===== config.mk =====
export PLATFORM = sky130hd
export DESIGN_NAME = sequenciador_menor_distancia
export DESIGN_NICKNAME = d
export VERILOG_FILES = /design/src/rtl/sequenciador_menor_distancia.sv
export SDC_FILE = /design/constraint.sdc
export NUM_CORES = 1
export LEC_CHECK = 0
export ABC_AREA = 1
export CORE_MARGIN = 5
export CORE_UTILIZATION = 40
export DETAILED_ROUTE_END_ITERATION = 10
export PLACE_DENSITY = 0.65
export RECOVER_POWER = 50
export SYNTH_ARGS = -nofsm -noshare
export SYNTH_HDL_FRONTEND = slang
export SYNTH_SLANG_ARGS = --single-unit

===== constraint.sdc =====
create_clock -name clk -period 1.7 [get_ports clk]
set_input_delay 0.17 -clock clk [delete_from_list [all_inputs] [get_ports clk]]
set_output_delay 0.17 -clock clk [all_outputs]
set_load 0.01 [all_outputs]

===== src/rtl/sequenciador_menor_distancia.sv =====
// sequenciador_menor_distancia: scans N_TEMPLATES distances over one shared unit and reports the unique strict minimum.
// Optional watchdog on each request enabled by defining DIST_TIMEOUT_EN.
module sequenciador_menor_distancia #(
    parameter int N_TEMPLATES = 10,
    parameter int DIST_W      = 16,
    parameter int TIMEOUT     = 255
) (
    input  logic              clk,
    input  logic              reset,
    input  logic              start,
    output logic              busy,
    output logic              dist_req,
    output logic [3:0]        dist_idx,
    input  logic              dist_ack,
    input  logic [DIST_W-1:0] dist_val,
    output logic [3:0]        digito,
    output logic              done,
    output logic              tie,
    output logic              timeout
);
    typedef enum logic [1:0] {IDLE, REQ, DONE} state_t;
    localparam logic [3:0] LAST = 4'(N_TEMPLATES - 1);
    state_t            state, state_n;
    logic [3:0]        idx, idx_n, min_idx, min_idx_n, digito_n;
    logic [DIST_W-1:0] min_val, min_val_n;
    logic              tie_r, tie_r_n, tie_n;
`ifdef DIST_TIMEOUT_EN
    localparam int CW = ($clog2(TIMEOUT + 1) > 8) ? $clog2(TIMEOUT + 1) : 8;
    logic [CW-1:0]     wait_cnt, wait_cnt_n;
    logic              timeout_n;
`endif

    generate
        if (N_TEMPLATES < 2 || N_TEMPLATES > 15 || DIST_W < 1 || TIMEOUT < 1) begin : g_bad_params
            $error("sequenciador_menor_distancia: parameter out of range");
        end
    endgenerate

    // Outputs decode straight from the state register; no input feeds them combinationally.
    assign busy     = state != IDLE;
    assign dist_req = state == REQ;
    assign done     = state == DONE;
    assign dist_idx = idx;

    always_comb begin
        state_n   = state;
        idx_n     = idx;
        min_val_n = min_val;
        min_idx_n = min_idx;
        tie_r_n   = tie_r;
        digito_n  = digito;
        tie_n     = tie;
`ifdef DIST_TIMEOUT_EN
        wait_cnt_n = wait_cnt;
        timeout_n  = timeout;
`endif
        case (state)
            IDLE: begin
                if (start) begin
                    state_n = REQ;
                    idx_n   = 4'd0;
                    tie_r_n = 1'b0;
`ifdef DIST_TIMEOUT_EN
                    wait_cnt_n = '0;
`endif
                end
            end
            REQ: begin
                if (dist_ack) begin
                    // Index 0 seeds the running minimum unconditionally.
                    if (idx == 4'd0 || dist_val < min_val) begin
                        min_val_n = dist_val;
                        min_idx_n = idx;
                        tie_r_n   = 1'b0;
                    end else if (dist_val == min_val) begin
                        tie_r_n = 1'b1;
                    end
`ifdef DIST_TIMEOUT_EN
                    wait_cnt_n = '0;
`endif
                    if (idx == LAST) begin
                        state_n  = DONE;
                        digito_n = tie_r_n ? 4'd15 : min_idx_n;
                        tie_n    = tie_r_n;
`ifdef DIST_TIMEOUT_EN
                        timeout_n = 1'b0;
`endif
                    end else begin
                        idx_n = idx + 4'd1;
                    end
                end
`ifdef DIST_TIMEOUT_EN
                // A late ack in the final allowed cycle wins over the watchdog.
                else if (wait_cnt == CW'(TIMEOUT - 1)) begin
                    state_n   = DONE;
                    digito_n  = 4'd15;
                    tie_n     = 1'b0;
                    timeout_n = 1'b1;
                end else begin
                    wait_cnt_n = wait_cnt + 1'b1;
                end
`endif
            end
            DONE:    state_n = IDLE;
            default: state_n = IDLE;
        endcase
    end

    always_ff @(posedge clk or posedge reset) begin
        if (reset) begin
            state   <= IDLE;
            idx     <= 4'd0;
            min_val <= '0;
            min_idx <= 4'd0;
            tie_r   <= 1'b0;
            digito  <= 4'd15;
            tie     <= 1'b0;
        end else begin
            state   <= state_n;
            idx     <= idx_n;
            min_val <= min_val_n;
            min_idx <= min_idx_n;
            tie_r   <= tie_r_n;
            digito  <= digito_n;
            tie     <= tie_n;
        end
    end

`ifdef DIST_TIMEOUT_EN
    always_ff @(posedge clk or posedge reset) begin
        if (reset) begin
            wait_cnt <= '0;
            timeout  <= 1'b0;
        end else begin
            wait_cnt <= wait_cnt_n;
            timeout  <= timeout_n;
        end
    end
`else
    assign timeout = 1'b0;
`endif
endmodule

* Yosys cells after proc, flatten, opt, wreduce, memory -nomap -nowiden
Cells that the tools add are included.
Word-level totals: logic and storage cells 45, bits of input ports 20, register bits after elaboration 32
Operators by class: reductions and logical operators 11, magnitude comparators 1, equal/unequal tests 8, add/subtract/negate cells 1, mux-type cells 17
Operators with widths (number):
- $mux 4 | 5
- $eq 16x16->1 | 1
- $lt 16x16->1 | 1
- $reduce_and 3->1 | 4
- $pmux 4 s2 | 1
- $mux 1 | 6
- $mux 2 | 3
- $add 4x1->4 const B | 1
- $eq 4x4->1 const B | 1
- $logic_not 4->1 | 1
- $ne 2x1->1 const B | 2
- $ne 2x2->1 const B | 2
- $pmux 2 s2 | 1
- $reduce_and 4->1 | 1
- $reduce_bool 2->1 | 2
- $eq 2x1->1 const B | 1
- $eq 2x2->1 const B | 1
- $logic_not 2->1 | 1
- $pmux 1 s2 | 1
- $reduce_and 2->1 | 1
- $logic_or 1x1->1 | 1

* Logic depth before layout (Yosys ltp)
Gate-level depths: netlist (run 1).
word-level depth 7, gate-level depth with buffers 17

* Worst setup path before layout (run 1)
No wires, ideal clock.
path type register to register, start register min_val[9], end register min_idx[3], setup slack 0.107 ns, library setup time 0.122 ns, period minus slack after synthesis 1.593 ns, stages on the path, launching flop included 14, arrival time 1.470 ns, path buffers 1, data required time 1.578 ns, path through dfrtp_1 > inv_1 > ha_1 > nand2_1 > nand2_1 > nand3_1 > nand2_1 > a21oi_2 > nand2_4 > nand2_4 > nand2_4 > buf_6 > nand2_1 > o21ai_1
On the way: longest elaborated chain between the ends 3
RTL lines:
- start: declaration | line 25 | logic [DIST_W-1:0] min_val, min_val_n;
- start signal: assignment | line 121 | min_val <= min_val_n;
- $lt 16x16->1 | line 71 | if (idx == 4'd0 || dist_val < min_val) begin
- $logic_or 1x1->1 | line 71
- $mux 4 | line 71
- end signal: assignment | line 122 | min_idx <= min_idx_n;
- end: declaration | line 24 | logic [3:0] idx, idx_n, min_idx, min_idx_n, digito_n;
No other way between the ends. A chain may end at the register's enable or synchronous reset.

* Worst setup path after layout (run 1)
start input port dist_val[13], end register min_val[12]
On the way: longest elaborated chain between the ends 3
RTL lines:
- start: declaration | line 15 | input logic [DIST_W-1:0] dist_val,
- $lt 16x16->1 | line 71
- $logic_or 1x1->1 | line 71
- $reduce_and 3->1 (no line)
No other way between the ends.

==> impl_results.md, run 1 <==
* Max-slew violations at 0
* Sum Neg Setup Slack at -144 ps
* Ys async rst share at between 90% and 100%
* Crit path buf inv count at 3
* Count leader, synth: nand2_1
* Min-Delay Startpoint: dist_val[3]
* Violated checks: negative setup slack
* Synth-to-layout area growth at 46.6%
* Core Util, Final at about three fifths
* Mapped Nets at roughly 290
* Overall routing resource usage at roughly 16%
* R2R cell count at 10
* Total grt overflow at 0
* Port bufs at 31
* Switching share of total power at 42.7%
* Final ANT Viol Nets at 0
* Peak supply drop at 0.000912 V
* HP Class: primary input to flip-flop
* Internal at about 0.0028 W
* Global placer's final weighted congestion at around 0.8
* Sequential power share at approximately 28%
* Via density at approximately 4.7
* Root Buffer: clkbuf_8
* Slowest-stage cell, CP: clkdlybuf4s50_1
* Hold endpoint: min_val[3]
* Number of fill cells at between 400 and 500
* Launch point of the worst reg-to-reg path: min_val[15]
* Clock Path Buffers at 2
* Post-route DRC violation count at 0
* Post-route insts no fill at between 300 and 400
* Netlist Area Pre-Place at approximately 2000 um2
* Avg Cell Area, Syn at a little under 8 um2
* Post-synth top cells: nand2_1 (78), inv_1 (37), nand3_1 (33), dfrtp_1 (28), ha_1 (19)
* Reg area at about 810 um2
* Dpl hpwl at slightly above 3 mm
* Final-stage net count at approximately 350
* CP required at 1870 ps
* Final-report setup violation count at 12
* Tightest Pin Transition at ~820 ps
* Num CTS Buffers at 5
* Final critical-path share of the clock period at 102%
* Synth Register Bits at 32
* Clock network fraction of design power at roughly 13%
* Sequential share of the synthesized area at around two fifths
* Top cells by area, synth: dfrtp_1 (36%), nand2_1 (15%), ha_1 (12%), nand3_1 (8.4%), inv_1 (7.1%)
* Hold Path Cell Cnt at 3
* Synth warnings at 0
* Delay of the slowest critical-path stage at roughly 490 ps
* Inserted Diodes at 0
* Reg2Reg Setup Slack at -20 ps
* Final Critical Period at 1730 ps
* Worst-Skew Late Latency at between 200 and 300 ps
* CTS tree: yes
* Net Switching at ~0.0021 W
* Layout cells sized above 1 at 29.5%
* Synth cell types at 24
* RSZ-0062 raised after global routing: true
* Setup crit start kind: primary input
* Final Hold Viols at 0
* Gate power share at a little under 60%
* Largest net degree at the start of global routing at 33
* Family with the most delay on the worst path: buffers and inverters
* RR Endpoint: min_val[12]
* Final setup margin at -25.6 ps
* Post-synth EDFFs at 0
* Rows at 25
* Crit end category: flip-flop
* Initial antenna violation count at 0
* H-tree depth at 2
* Die width at ~80 um
* Clock slew at reported path FFs at ~70 ps
* Chip height at between 70 and 80 um
* DIE AREA at approximately 6400 um2
* Main synth FF type: dfrtp_1
* Maxcap violations at 0
* Area occupied by multi-input gates at 1220 um2
* Critical Path, Cell by Cell: clkdlybuf4s50_1 > ha_4 > nand2_2 > nor2_4 > nand2_2 > clkinv_1 > nand2_2 > nand2_4 > nand2_8 > clkbuf_16 > nand3_1 > nand2_1
* Global-route wire length before repair at 7.96 mm
* Slew margin rel. at 45.3%
* DRT Pass-1 Iters at 4
* WS Path Type: primary input to flip-flop
* Initial DRC count at just over 90
* Leak at roughly 1.4 nW
* Core area at around 4700 um2
* PD cells at between 1500 and 2000 nW/um2
* Clock Skew at around 4.5 ps
* Placed cell count at approximately 360
* Fmax at between 500 and 600 MHz
* Initial Utilization at about 41%
* Critical Path AT at about 1900 ps
* Average wire per standard cell at between 10 and 15 um
* Critical Path Most Common Cell: nand2_2
* Cell taking the most area after synthesis: dfrtp_1
* Yosys top cell area share at a little over a third
* Crit-path max FO at 8
* IO Pins at 33
* Outcome: finished with violations
* TritonCTS Sinks at 32
* Vias at around 1800
* Mapped Cells at roughly 250
* Vias in the first global route at approximately 1700
* Routed WL at 4.86 mm
-- placed cells by master, fill, tap and decap left out, drive strengths merged, types with 2 or more instances in the layout --
cell type and instances:
nand3 33, clkbuf 10, dfstp 4, inv 39
a21oi 9, ha 19, clkdlybuf4s50 27, nor3 2
buf 20, dlymetal6s2s 3, nand2 85, dfrtp 28
o21ai 7, nor2 16
-- area by class of cell --
type                       instances  area share (%)
multi-input combinational        175            42.7
sequential                        32            28.1
timing repair buffer              53            17.9
inverter                          40            5.24
clock buffer                       8            3.14
tap                               67            2.92
-- per-stage QoR --
step	hold WS (ps)	total power [W]	area (um2)	worst slack, ps
2_1_floorplan	283	0.00272	1960	107
3_5_place_dp	459	0.00340	2420	-333
3_3_place_gp	454	0.00335	2420	-291
6_report	220	0.00481	2870	-25.6
5_1_grt	231	0.00523	2870	-140
4_1_cts	284	0.00427	2620	2.75
-- worst register-to-register path, cell delays in order, from the launching register on --
cell     delay (ps)
dfrtp_1         380
inv_1            90
ha_4            210
a21oi_1         130
o21ai_1         120
a21oi_4         180
nand2_4          90
nand2_8         130
nand2_4         130
nand2_1         110
nand2_1          60
-- layer usage --
metal	routed length, um	GRT usage (%)
met5	0	0
met4	66	4.90
met2	2350	24.9
met1	2210	21.2
met3	232	4.18
-- cells by family (layout without fill, tap and decap cells) --
group | after synthesis | count (layout) | synth area share (%)
and+or+nand+nor | 136 | 138 | 30.6
buffers and inverters | 47 | 101 | 11.1
DFF | 32 | 32 | 41.2
adders and majority gates | 19 | 19 | 12.2
AOI/OAI and AO/OA | 17 | 17 | 4.67
other | 1 | 1 | 0.192
-- power groups by stage --
stage               combinational [W]  clock [W]  sequential, W
finish                        0.00287   0.000614        0.00133
detailed placement            0.00207          0        0.00132
global route                  0.00320   0.000663        0.00137
global placement              0.00204          0        0.00132
CTS                           0.00233   0.000625        0.00132
floorplan                     0.00140          0        0.00132
-- flip-flops by register name, summed over array words and instances, names as in the netlist --
name and count:
min_idx 4, dist_idx 4, state 2, tie_r 1, tie 1, min_val 16, digito 4
-- worst max-delay path by stage --
stage / from / to / slack [ps] / cells after the start
finish: dist_val[13] / min_val[12] / -30 / 12
global route: min_val[7] / min_idx[1] / -140 / 12
CTS: min_val[3] / tie / 3 / 15
detailed placement: dist_val[9] / min_idx[3] / -330 / 12
global placement: dist_val[15] / min_idx[0] / -290 / 13
floorplan: min_val[9] / min_idx[3] / 110 / 13
-- what timing repair did --
action | in CTS | in global routing
gates cloned | 0 | 3
setup endpoints to repair | 23 | 27
gates resized for setup | 18 | 42
pin swaps | 4 | 23
hold buffers | 0 | 0
buffers inserted | 1 | 2
No activity file was read; power rests on OpenSTA's default activity.
==> inputs of run 2 (changes only) <==
--- a/config.mk
+++ b/config.mk
@@ -6,6 +6,7 @@
 export NUM_CORES = 1
 export LEC_CHECK = 0
 export ABC_AREA = 1
+export CAP_MARGIN = 15
 export CORE_MARGIN = 5
 export CORE_UTILIZATION = 40
 export DETAILED_ROUTE_END_ITERATION = 10
==> results of run 2 <==
The final DEF is identical to that of run 1; final timing and power are the same.
